**config.mk**
```make
export PLATFORM = sky130hd
export DESIGN_NAME = prog_loader
export DESIGN_NICKNAME = d
export VERILOG_FILES = /design/src/rtl/loader_pkg.sv /design/src/rtl/prog_loader.sv
export SDC_FILE = /design/constraint.sdc
export NUM_CORES = 1
export LEC_CHECK = 0
export BUFFER_PORTS_ARGS = -buffer_cell sky130_fd_sc_hd__clkbuf_2
export CAP_MARGIN = 5
export CORE_ASPECT_RATIO = 0.6
export CORE_MARGIN = 3
export CORE_UTILIZATION = 52
export CTS_BUF_LIST = sky130_fd_sc_hd__clkbuf_16
export DETAILED_ROUTE_END_ITERATION = 8
export PLACE_DENSITY = 0.84
export SLEW_MARGIN = 20
export SYNTH_ARGS = -nofsm -noshare
export SYNTH_HDL_FRONTEND = slang
export SYNTH_SLANG_ARGS = --single-unit
```
**constraint.sdc**
```tcl
create_clock -name clk -period 6.1 [get_ports clk]
set_clock_uncertainty 0.2 [all_clocks]
set_input_delay 0.305 -clock clk [delete_from_list [all_inputs] [get_ports clk]]
set_output_delay 0.305 -clock clk [all_outputs]
set_load 0.02 [all_outputs]
```
**src/rtl/loader_pkg.sv**
```systemverilog
// loader_pkg: shared state encoding and constants for prog_loader
package loader_pkg;
  typedef enum logic [2:0] {IDLE, HDR, DATA, CHK, DONE, ERROR} loader_state_e;
  localparam int LOADER_LEN_ZERO = 0;
endpackage

```
**src/rtl/prog_loader.sv**
```systemverilog
// prog_loader: streams a length header plus words into the instruction bank, holding the core in reset until done
// Ports: clk/rst (sync, active-high); i_start session pulse; i_valid/i_data/o_ready stream handshake;
// o_write_enable/o_write_select/o_write_data bank write port; o_core_rst core reset; o_busy; o_error.
// Optional: define PROG_LOADER_CHECKSUM_EN to require a trailing XOR checksum word before DONE.
module prog_loader
  import loader_pkg::*;
#(
  parameter int REG_WIDTH = 32,
  parameter int NUM_INSTR = 10,
  localparam int INSTR_SELECT = $clog2(NUM_INSTR)
) (
  input  logic                    clk,
  input  logic                    rst,
  input  logic                    i_start,
  input  logic                    i_valid,
  input  logic [REG_WIDTH-1:0]    i_data,
  output logic                    o_ready,
  output logic                    o_write_enable,
  output logic [INSTR_SELECT-1:0] o_write_select,
  output logic [REG_WIDTH-1:0]    o_write_data,
  output logic                    o_core_rst,
  output logic                    o_busy,
  output logic                    o_error
);
  localparam int LW = INSTR_SELECT + 1;
  loader_state_e state_q, state_d;
  logic [LW-1:0] len_q, len_d;
  logic [INSTR_SELECT-1:0] addr_q, addr_d, sel_q, sel_d;
  logic [REG_WIDTH-1:0] data_q, data_d;
  logic we_q, we_d, core_rst_q;
  logic acc, bad_len, last;
`ifdef PROG_LOADER_CHECKSUM_EN
  logic [REG_WIDTH-1:0] csum_q, csum_d;
`endif
  assign o_ready = state_q == HDR || state_q == DATA || state_q == CHK;
  assign o_busy = o_ready;
  assign o_error = state_q == ERROR;
  assign o_write_enable = we_q;
  assign o_write_select = sel_q;
  assign o_write_data = data_q;
  assign o_core_rst = core_rst_q;
  assign acc = i_valid & o_ready;
  assign bad_len = i_data == REG_WIDTH'(LOADER_LEN_ZERO) || i_data > REG_WIDTH'(NUM_INSTR);
  assign last = LW'(addr_q) + LW'(1) == len_q;
  always_comb begin
    state_d = state_q;
    len_d = len_q;
    addr_d = addr_q;
    we_d = 1'b0;
    sel_d = sel_q;
    data_d = data_q;
`ifdef PROG_LOADER_CHECKSUM_EN
    csum_d = csum_q;
`endif
    case (state_q)
      IDLE, DONE, ERROR: state_d = i_start ? HDR : state_q;
      HDR: if (acc) begin
        state_d = bad_len ? ERROR : DATA;
        len_d = bad_len ? len_q : i_data[LW-1:0];
        addr_d = '0;
`ifdef PROG_LOADER_CHECKSUM_EN
        csum_d = '0;
`endif
      end
      DATA: if (acc) begin
        we_d = 1'b1;
        sel_d = addr_q;
        data_d = i_data;
        addr_d = last ? addr_q : addr_q + 1'b1;
`ifdef PROG_LOADER_CHECKSUM_EN
        csum_d = csum_q ^ i_data;
        state_d = last ? CHK : DATA;
`else
        state_d = last ? DONE : DATA;
`endif
      end
`ifdef PROG_LOADER_CHECKSUM_EN
      CHK: if (acc) state_d = i_data == csum_q ? DONE : ERROR;
`endif
      default: state_d = IDLE;
    endcase
  end
  // core_rst follows DONE one cycle late so the final write lands before the core fetches
  always_ff @(posedge clk) begin
    if (rst) begin
      state_q <= IDLE;
      len_q <= '0;
      addr_q <= '0;
      we_q <= 1'b0;
      sel_q <= '0;
      data_q <= '0;
      core_rst_q <= 1'b1;
`ifdef PROG_LOADER_CHECKSUM_EN
      csum_q <= '0;
`endif
    end else begin
      state_q <= state_d;
      len_q <= len_d;
      addr_q <= addr_d;
      we_q <= we_d;
      sel_q <= sel_d;
      data_q <= data_d;
      core_rst_q <= state_q != DONE;
`ifdef PROG_LOADER_CHECKSUM_EN
      csum_q <= csum_d;
`endif
    end
  end
endmodule

```
-- Word-level counts from Yosys, hierarchy flattened
Cells that the tools add are included.
- bits in registers: 50
- bits in latches: 0
- RAM bits: 0
- ROM bits: 0
- bits of input ports: 36
- logic and storage cells: 47
- memories: 0
- $add $sub $neg: 2
- $mul: 0
- divide/modulo/power cells: 0
- $lt $le $gt $ge: 1
- equality and inequality tests: 11
- shift-type cells: 0
- multiplexer cells: 11
- bitwise gates (word level): 3
- reduce and logical (&&, ||, !) cells: 12
- operators by type and width (kind ; number):
    $gt 32x4->1 const B ; 1
    $logic_not 32->1 ; 1
    $mux 3 ; 5
    $mux 4 ; 3
    $pmux 3 s3 ; 1
    $ne 2x2->1 const B ; 4
    $pmux 4 s2 ; 1
    $eq 3x2->1 const B ; 2
    $eq 3x3->1 const B ; 2
    $reduce_and 3->1 ; 2
    $add 4x1->5 const B ; 1
    $eq 5x5->1 ; 1
    $add 4x1->4 const B ; 1
    $reduce_and 4->1 ; 1
    $eq 3x1->1 const B ; 1
    $logic_not 3->1 ; 1
    $logic_or 1x1->1 ; 3
    $ne 3x3->1 const B ; 1
    $reduce_or 3->1 ; 1
    $not 1->1 ; 2
    $reduce_and 2->1 ; 1
    $reduce_bool 2->1 ; 1
    $reduce_or 2->1 ; 1
    $and 1x1->1 ; 1
    $mux 1 ; 1

-- Logic depth before layout (Yosys ltp)
Gate-level depths: netlist of run 1.
- word-level depth: 6
- mapped depth: 6

-- Least setup slack after synthesis of run 1
Ideal clock, no wire load.
- path kind: register -> register
- from: register addr_q[0]
- to: register addr_q[3]
- library setup time: 0.122 ns
- data arrival time: 1.817 ns
- data required time: 5.778 ns
- slack: 3.961 ns
- cell stages (with the launch flop): 7
- buffers on the path: 0
- period minus slack after synthesis: 2.139 ns
- cell sequence: dfxtp_1 -> ha_1 -> and4b_1 -> a22oi_1 -> a2111o_1 -> and3_1 -> a221o_1
- cells in the longest elaborated chain, start to end: 4
- ends and longest elaborated chain (element ; line ; source):
    start, declared ; prog_loader.sv:28 ; logic [INSTR_SELECT-1:0] addr_q, addr_d, sel_q, sel_d;
    start signal, assigned ; prog_loader.sv:99 ; addr_q <= addr_d;
    $add 4x1->5 or $add 4x1->4 (tied branches) ; prog_loader.sv:44, prog_loader.sv:69 ;
    $eq 5x5->1 or $mux 4 (tied branches) ; prog_loader.sv:44, prog_loader.sv:69 ;
    $ne 2x2->1 (no source line) or $mux 4 (tied branches) ; n/a ;
    $reduce_and 4->1 (no source line) or $pmux 4 s2 (tied branches) ; n/a ;
Several ways; a longest one is shown, not always the timed one. The select of a mux whose other input is x is not followed.
A chain may end at the register's enable or synchronous reset.

-- Final worst setup path of run 1
Same ends and word-level chain as after synthesis.

==> metrics.md, run 1 <==
| Metric | Value |
|---|---|
| Fin Hold WS | `0.0557 ns` |
| Worst slew pin tran | `0.917 ns` |
| Maximum VDD drop | `0.129 mV` |
| Synth area leader | `dfxtp_1` |
| Power per cell area | `241 nW/um2` |
| Flop and latch count out of synthesis | `50` |
| Min Tclk post-route | `2.35 ns` |
| Chip width | `87.7 um` |
| Final Util | `0.691` |
| Final-report hold violation count | `0` |
| Syn avg cell area | `8.20 um2` |
| Slowest cell on the critical path | `a2111o_1` |
| Synth unique cells | `37` |
| PnR worst setup slack | `3.75 ns` |
| CP required | `6.07 ns` |
| GRT Util Overall | `0.205` |
| Final total power | `0.626 mW` |
| Yosys warning total | `0` |
| H-tree depth | `2` |
| Syn_nets | `291` |
| I/O pins | `77` |
| DIE AREA | `4830 um2` |
| Final setup vio count | `0` |
| Yosys top cell area share | `0.480` |
| Max Freq | `426 MHz` |
| Area of the multi-input gates | `1010 um2` |
| Cell family with most CP delay | `compound AO/OA/AOI/OAI gates` |
| CP arrival | `2.32 ns` |
| WL/cell | `13.1 um` |
| Async set-reset flop share out of synthesis | `0` |
| Max-capacitance violation count | `0` |
| Worst hold path depth | `3` |
| Register Area | `1000 um2` |
| Global-route wire length before repair | `7670 um` |
| HP Start | `i_data[4]` |
| CP Cell Sequence | `ha_1 > and4b_1 > a22oi_1 > a2111o_1 > and3_1 > a221o_1` |
| Status | `completed` |
| Pins Over Slew Limit | `0` |
| Clock latency on the worst-skew pair | `0.28 ns` |
| Hold Buf Count CTS | `0` |
| Die Y | `55.0 um` |
| Row count | `17` |
| Setup TNS Final | `0 ns` |
| Commonest non-fill, non-tap cells in the layout | `nand2_1, clkbuf_2, dfxtp_1` |
| Clock sinks | `50` |
| Initial Utilization | `0.553` |
| Residual DRC count | `0` |
| Final Cycle Share | `0.385` |
| FF-to-FF Start | `addr_q[0]` |
| Initial antenna violation count | `0` |
| Final #Nets | `359` |
| RSZ-0062 raised after global routing | `false` |
| Gpl congestion | `0.800` |
| Top FF cell, synth | `dfxtp_1` |
| Area Growth Syn to Fin | `24.8%` |
| Filler cells | `324` |
| Drt total wl | `4860 um` |
| Post-DP HPWL | `3540 um` |
| Share of cells above drive strength 1 | `0.269` |
| Worst-path fanout max | `9` |
| IO Port Bufs | `76` |
| CTS Root Cell | `clkbuf_16` |
| Clock buffer depth | `2` |
| Dpl ws | `3.72 ns` |
| Syn Inst Count | `254` |
| Remaining Overflow, GRT | `0` |
| Post-CTS resize count | `0` |
| Clock tree from TritonCTS | `done` |
| Post-route antenna net violation count | `0` |
| CTS buffer count | `5` |
| Vias in the first global route | `1662` |
| N_diodes | `0` |
| Largest net degree at the start of global routing | `48` |
| Largest cells by area after synthesis | `dfxtp_1, nand2_1, a21oi_1` |
| Worst R2R Path Depth | `6` |
| Critical path class | `reg2reg` |
| Clock slew at reported path FFs | `0.06 ns` |
| Element type at the critical path end | `register` |
| Post-synth EDFFs | `0` |
| Number of buffers and inverters on the critical path | `0` |
| Core box area | `3760 um2` |
| CP peak stage delay | `0.56 ns` |
| End of the worst hold path | `o_write_data[4]` |
| Via density | `5.45` |
| DRT iter0 DRCs | `103` |
| Startpoint types | `register` |
| Register-to-register setup slack | `3.75 ns` |
| Via Count | `2016` |
| Iteration count of the initial detailed-routing pass | `4` |
| Post-CTS repair timing setup buffer count | `0` |
| FF-to-FF End | `addr_q[3]` |
| Post-synthesis sequential area ratio | `0.480` |
| Slew headroom | `0.389` |
| Min-delay worst type | `in2reg` |
| Static leakage | `1.07 nW` |
| Mapped cell area | `2080 um2` |
-- cells by family (layout without fill, tap and decap cells) --
logic type / after synthesis / after routing / share of synthesized area
AO/OA/AOI/OAI: 51 / 51 / 0.144
XOR/XNOR: 6 / 6 / 0.0252
adder cells (fa/ha/maj): 1 / 1 / 0.00601
buffers and inverters: 17 / 86 / 0.0360
flip-flops: 50 / 50 / 0.480
multiplexers: 5 / 5 / 0.0240
AND/OR/NAND/NOR: 124 / 124 / 0.285
-- registers in the layout (all words and copies together), names as in the netlist --
register,count
o_write_data,32
len_q,5
addr_q,4
o_write_select,4
state_q,3
o_core_rst,1
o_write_enable,1
-- Yosys cell counts (all sizes together) (2+ instances only) --
master  number
buf          7
nor3         2
xnor2        3
clkbuf      10
a21oi       40
and2         2
nand4        2
nand2       76
nor2b        7
nor3b        2
mux2i        5
nor2        11
nand2b       2
nand3b       3
nor4         8
and4b        2
a32o         3
xor2         3
dfxtp       50
and3         2
-- per-stage QoR --
stage               std cells  cell area (um2)
global route              370             2600
global placement          362             2460
CTS                       370             2600
detailed placement        362             2460
floorplan                 254             2080
finish                    370             2600
-- per-layer routing --
metal / wire (um) / vias to the layer above / global-route usage
met4: 25 / 0 / 0.0587
met2: 1980 / 93 / 0.293
met3: 490 / 5 / 0.0562
li1: - / 1009 / -
met5: 0 / - / 0
met1: 2360 / 909 / 0.301
-- report_power, final --
part | total (mW) | leakage, nW | switching (mW) | internal, mW
Combinational | 0.0381 | 0.599 | 0.0220 | 0.0160
Clock | 0.258 | 0.0724 | 0.109 | 0.148
Sequential | 0.330 | 0.403 | 0.00262 | 0.328
-- worst min-delay path, stage by stage --
cell	delay, ns
clkbuf_2	0.09
nand2_1	0.05
a21oi_1	0.05
-- worst max-delay path by stage --
stage / cells past startpoint / slack [ns] / end / start
global route: 6 / 3.65 / addr_q[1] / addr_q[0]
detailed placement: 5 / 3.72 / addr_q[3] / rst
finish: 6 / 3.75 / addr_q[3] / addr_q[0]
floorplan: 6 / 3.96 / addr_q[3] / addr_q[0]
CTS: 6 / 3.77 / addr_q[3] / addr_q[0]
global placement: 5 / 3.81 / addr_q[3] / rst
-- final cells by class --
class | count | share of cell area
Multi-Input combinational cell | 187 | 0.387
Sequential cell | 50 | 0.385
Clock buffer | 5 | 0.0481
Clock inverter | 3 | 0.00481
Timing Repair Buffer | 78 | 0.152
Tap cell | 47 | 0.0226
Note: power is estimated with default switching activity, not from simulation.
==> run 2, diff against run 1 <==
- CORE_UTILIZATION: 52 -> 44
- PLACE_DENSITY: 0.84 -> 0.75
- clock period: 6.1 -> 2.1 ns (I/O delays scaled with it)
==> run 2 against run 1 <==
Net effect:
- final cell count grew 14%
- wire length grew 23%
- hold slack worse by 0.0024 ns
- maximum frequency up 14%
- critical endpoint unchanged
- largest cell class unchanged
==> metrics.md, run 2 (same netlist as run 1, synthesis figures left out) <==
| Metric | Value |
|---|---|
| Max Freq | `484 MHz (+14%)` |
| Initial antenna violation count | `0 (unchanged)` |
| Sw Ratio | `0.213 (-0.00112)` |
| Post-route antenna net violation count | `0 (unchanged)` |
| Commonest non-fill, non-tap cells in the layout | `nand2_1, clkbuf_2, dfxtp_1` |
| Placed Cells | `386 (+6.6%)` |
| Worst-path fanout max | `7 (-2)` |
| Die Y | `59.3 um (+7.8%)` |
| WL/cell | `14.2 um (+8.5%)` |
| Share of cells above drive strength 1 | `0.297 (+0.0279)` |
| Row count | `18 (+1)` |
| Max-capacitance violation count | `0 (unchanged)` |
| Clock power frac | `0.393 (-0.018)` |
| CP peak stage delay | `0.53 ns (-0.03 ns)` |
| Comb power frac | `0.091 (+0.030)` |
| FF-to-FF End | `addr_q[3]` |
| Worst slew pin tran | `0.435 ns (-0.482 ns)` |
| Min-delay worst type | `in2reg` |
| Static leakage | `1.30 nW (+21%)` |
| Sequential Power Share | `0.516 (-0.012)` |
| Critical path class | `reg2reg` |
| Most common cell after layout, fill and taps aside | `nand2_1` |
| Residual DRC count | `0 (unchanged)` |
| Global-route wire length before repair | `9380 um (+22%)` |
| Final #Nets | `398 (+11%)` |
| Worst hold path depth | `3 (unchanged)` |
| HP Start | `i_data[26]` |
| Largest net degree at the start of global routing | `26 (-46%)` |
| Via Count | `2163 (+7.3%)` |
| Drt total wl | `5980 um (+23%)` |
| Status | `completed` |
| Min Tclk post-route | `2.07 ns (-0.281 ns)` |
| Slew headroom | `0.708 (+0.319)` |
| Clock buffer depth | `2 (unchanged)` |
| GRT Util Overall | `0.213 (+0.00798)` |
| IO Port Bufs | `76 (unchanged)` |
| Pins Over Slew Limit | `0 (unchanged)` |
| Worst R2R Path Depth | `6 (unchanged)` |
| NetSw | `0.396 mW (+200%)` |
| CTS buffer count | `5 (unchanged)` |
| Clock tree from TritonCTS | `done` |
| Slowest cell on the critical path | `a2111o_1` |
| N_diodes | `0 (unchanged)` |
| Number of buffers and inverters on the critical path | `1 (+1)` |
| Core box area | `4320 um2 (+15%)` |
| Iteration count of the initial detailed-routing pass | `4 (unchanged)` |
| Cell family with most CP delay | `compound AO/OA/AOI/OAI gates` |
| Clock slew at reported path FFs | `0.06 ns (about the same)` |
| Final setup vio count | `0 (unchanged)` |
| Final Cycle Share | `0.985 (+0.600)` |
| CP arrival | `2.03 ns (-0.29 ns)` |
| Area Growth Syn to Fin | `49.3%` |
| Final-report hold violation count | `0 (unchanged)` |
| Pint | `1.46 mW (+200%)` |
| Via density | `5.15 (-5.5%)` |
| Gpl congestion | `0.799 (-0.13%)` |
| CTS Root Cell | `clkbuf_16` |
| I/O pins | `77 (unchanged)` |
| Clock latency on the worst-skew pair | `0.28 ns (about the same)` |
| Maximum VDD drop | `0.404 mV (+210%)` |
| Fin Hold WS | `0.0533 ns (-0.00240 ns)` |
| CP Cell Sequence | `ha_4 > nor3b_2 > o21ai_0 > a2111o_1 > buf_4 > a221o_1` |
| Startpoint types | `register` |
| End of the worst hold path | `o_write_data[26]` |
| CP required | `2.06 ns (-4.01 ns)` |
| Chip width | `94.8 um (+8.1%)` |
| Clock sinks | `50 (unchanged)` |
| H-tree depth | `2 (unchanged)` |
| Vias in the first global route | `2028 (+22%)` |
| FF-to-FF Start | `addr_q[1]` |
| Number of flip-flops in the largest register | `32 (unchanged)` |
| DIE AREA | `5620 um2 (+17%)` |
| Remaining Overflow, GRT | `0 (unchanged)` |
| Post-DP HPWL | `3980 um (+13%)` |
| Initial Utilization | `0.482 (-0.0716)` |
| Setup TNS Final | `0 ns (unchanged)` |
| Finished Layout Cells | `420 (+14%)` |
| Power per cell area | `598 nW/um2 (+150%)` |
| DRT iter0 DRCs | `102 (-0.97%)` |
| Element type at the critical path end | `register` |
| Register-to-register setup slack | `0.03 ns (-3.72 ns)` |
-- run 2: timing repair --
item	4_1_cts	5_1_grt
pin swaps	2	10
buffers inserted	0	6
resized for setup	1	20
setup endpoints to repair	2	11
endpoints found under the hold margin	37	0
hold buffers	33	0
-- run 2: how the worst max path moves through the flow --
stage	slack (ns)	to	from	depth (start not counted)
6_report	0.03	addr_q[3]	addr_q[1]	6
5_1_grt	-0.13	len_q[1]	i_data[30]	7
3_5_place_dp	-0.01	addr_q[3]	addr_q[1]	6
3_3_place_gp	0.06	addr_q[3]	addr_q[1]	6
4_1_cts	0.007	len_q[1]	i_data[18]	7
2_1_floorplan	0.06	addr_q[3]	addr_q[0]	6
-- run 2: layout make-up --
cell class / count / area, um2
clock buffer: 5 / 125
clock inverter: 1 / 3.75
fill: 346 / 1210
multi-input combinational: 187 / 1090
sequential: 50 / 1010
tap: 60 / 75.1
timing repair buffer: 117 / 811
-- run 2: through the flow --
| step | util | setup WS, ns | instance area [um2] | power (mW) |
|---|---|---|---|---|
| after floorplan | - | 0.0572 | 2090 | 1.04 |
| after global placement | 0.593 | 0.0596 | 2560 | 1.10 |
| after detailed placement | 0.593 | -0.0112 | 2560 | 1.10 |
| after CTS | 0.702 | 0.00712 | 3030 | 1.87 |
| after global routing | 0.719 | -0.135 | 3110 | 1.93 |
| final | 0.719 | 0.0325 | 3110 | 1.86 |
-- run 2: worst register-to-register path: stages (launching register included) --
cell,delay (ns)
dfxtp_2,0.36
ha_4,0.16
nor3b_2,0.14
o21ai_0,0.08
a2111o_1,0.53
buf_4,0.18
a221o_1,0.30
-- run 2: routing by layer --
| metal | vias up | global-route usage | share of wire |
|---|---|---|---|
| met5 | - | 0 | 0 |
| met4 | 0 | 0.0370 | 0.0017 |
| met3 | 2 | 0.0635 | 0.095 |
| met2 | 91 | 0.339 | 0.45 |
| met1 | 990 | 0.293 | 0.46 |
| li1 | 1080 | - | - |
-- run 2: power by group through the flow --
| stage | combinational, mW | clock, mW | sequential [mW] |
|---|---|---|---|
| 6_report | 0.170 | 0.731 | 0.959 |
| 5_1_grt | 0.184 | 0.791 | 0.959 |
| 4_1_cts | 0.164 | 0.750 | 0.959 |
| 3_5_place_dp | 0.116 | 0 | 0.981 |
| 3_3_place_gp | 0.116 | 0 | 0.981 |
| 2_1_floorplan | 0.0606 | 0 | 0.976 |
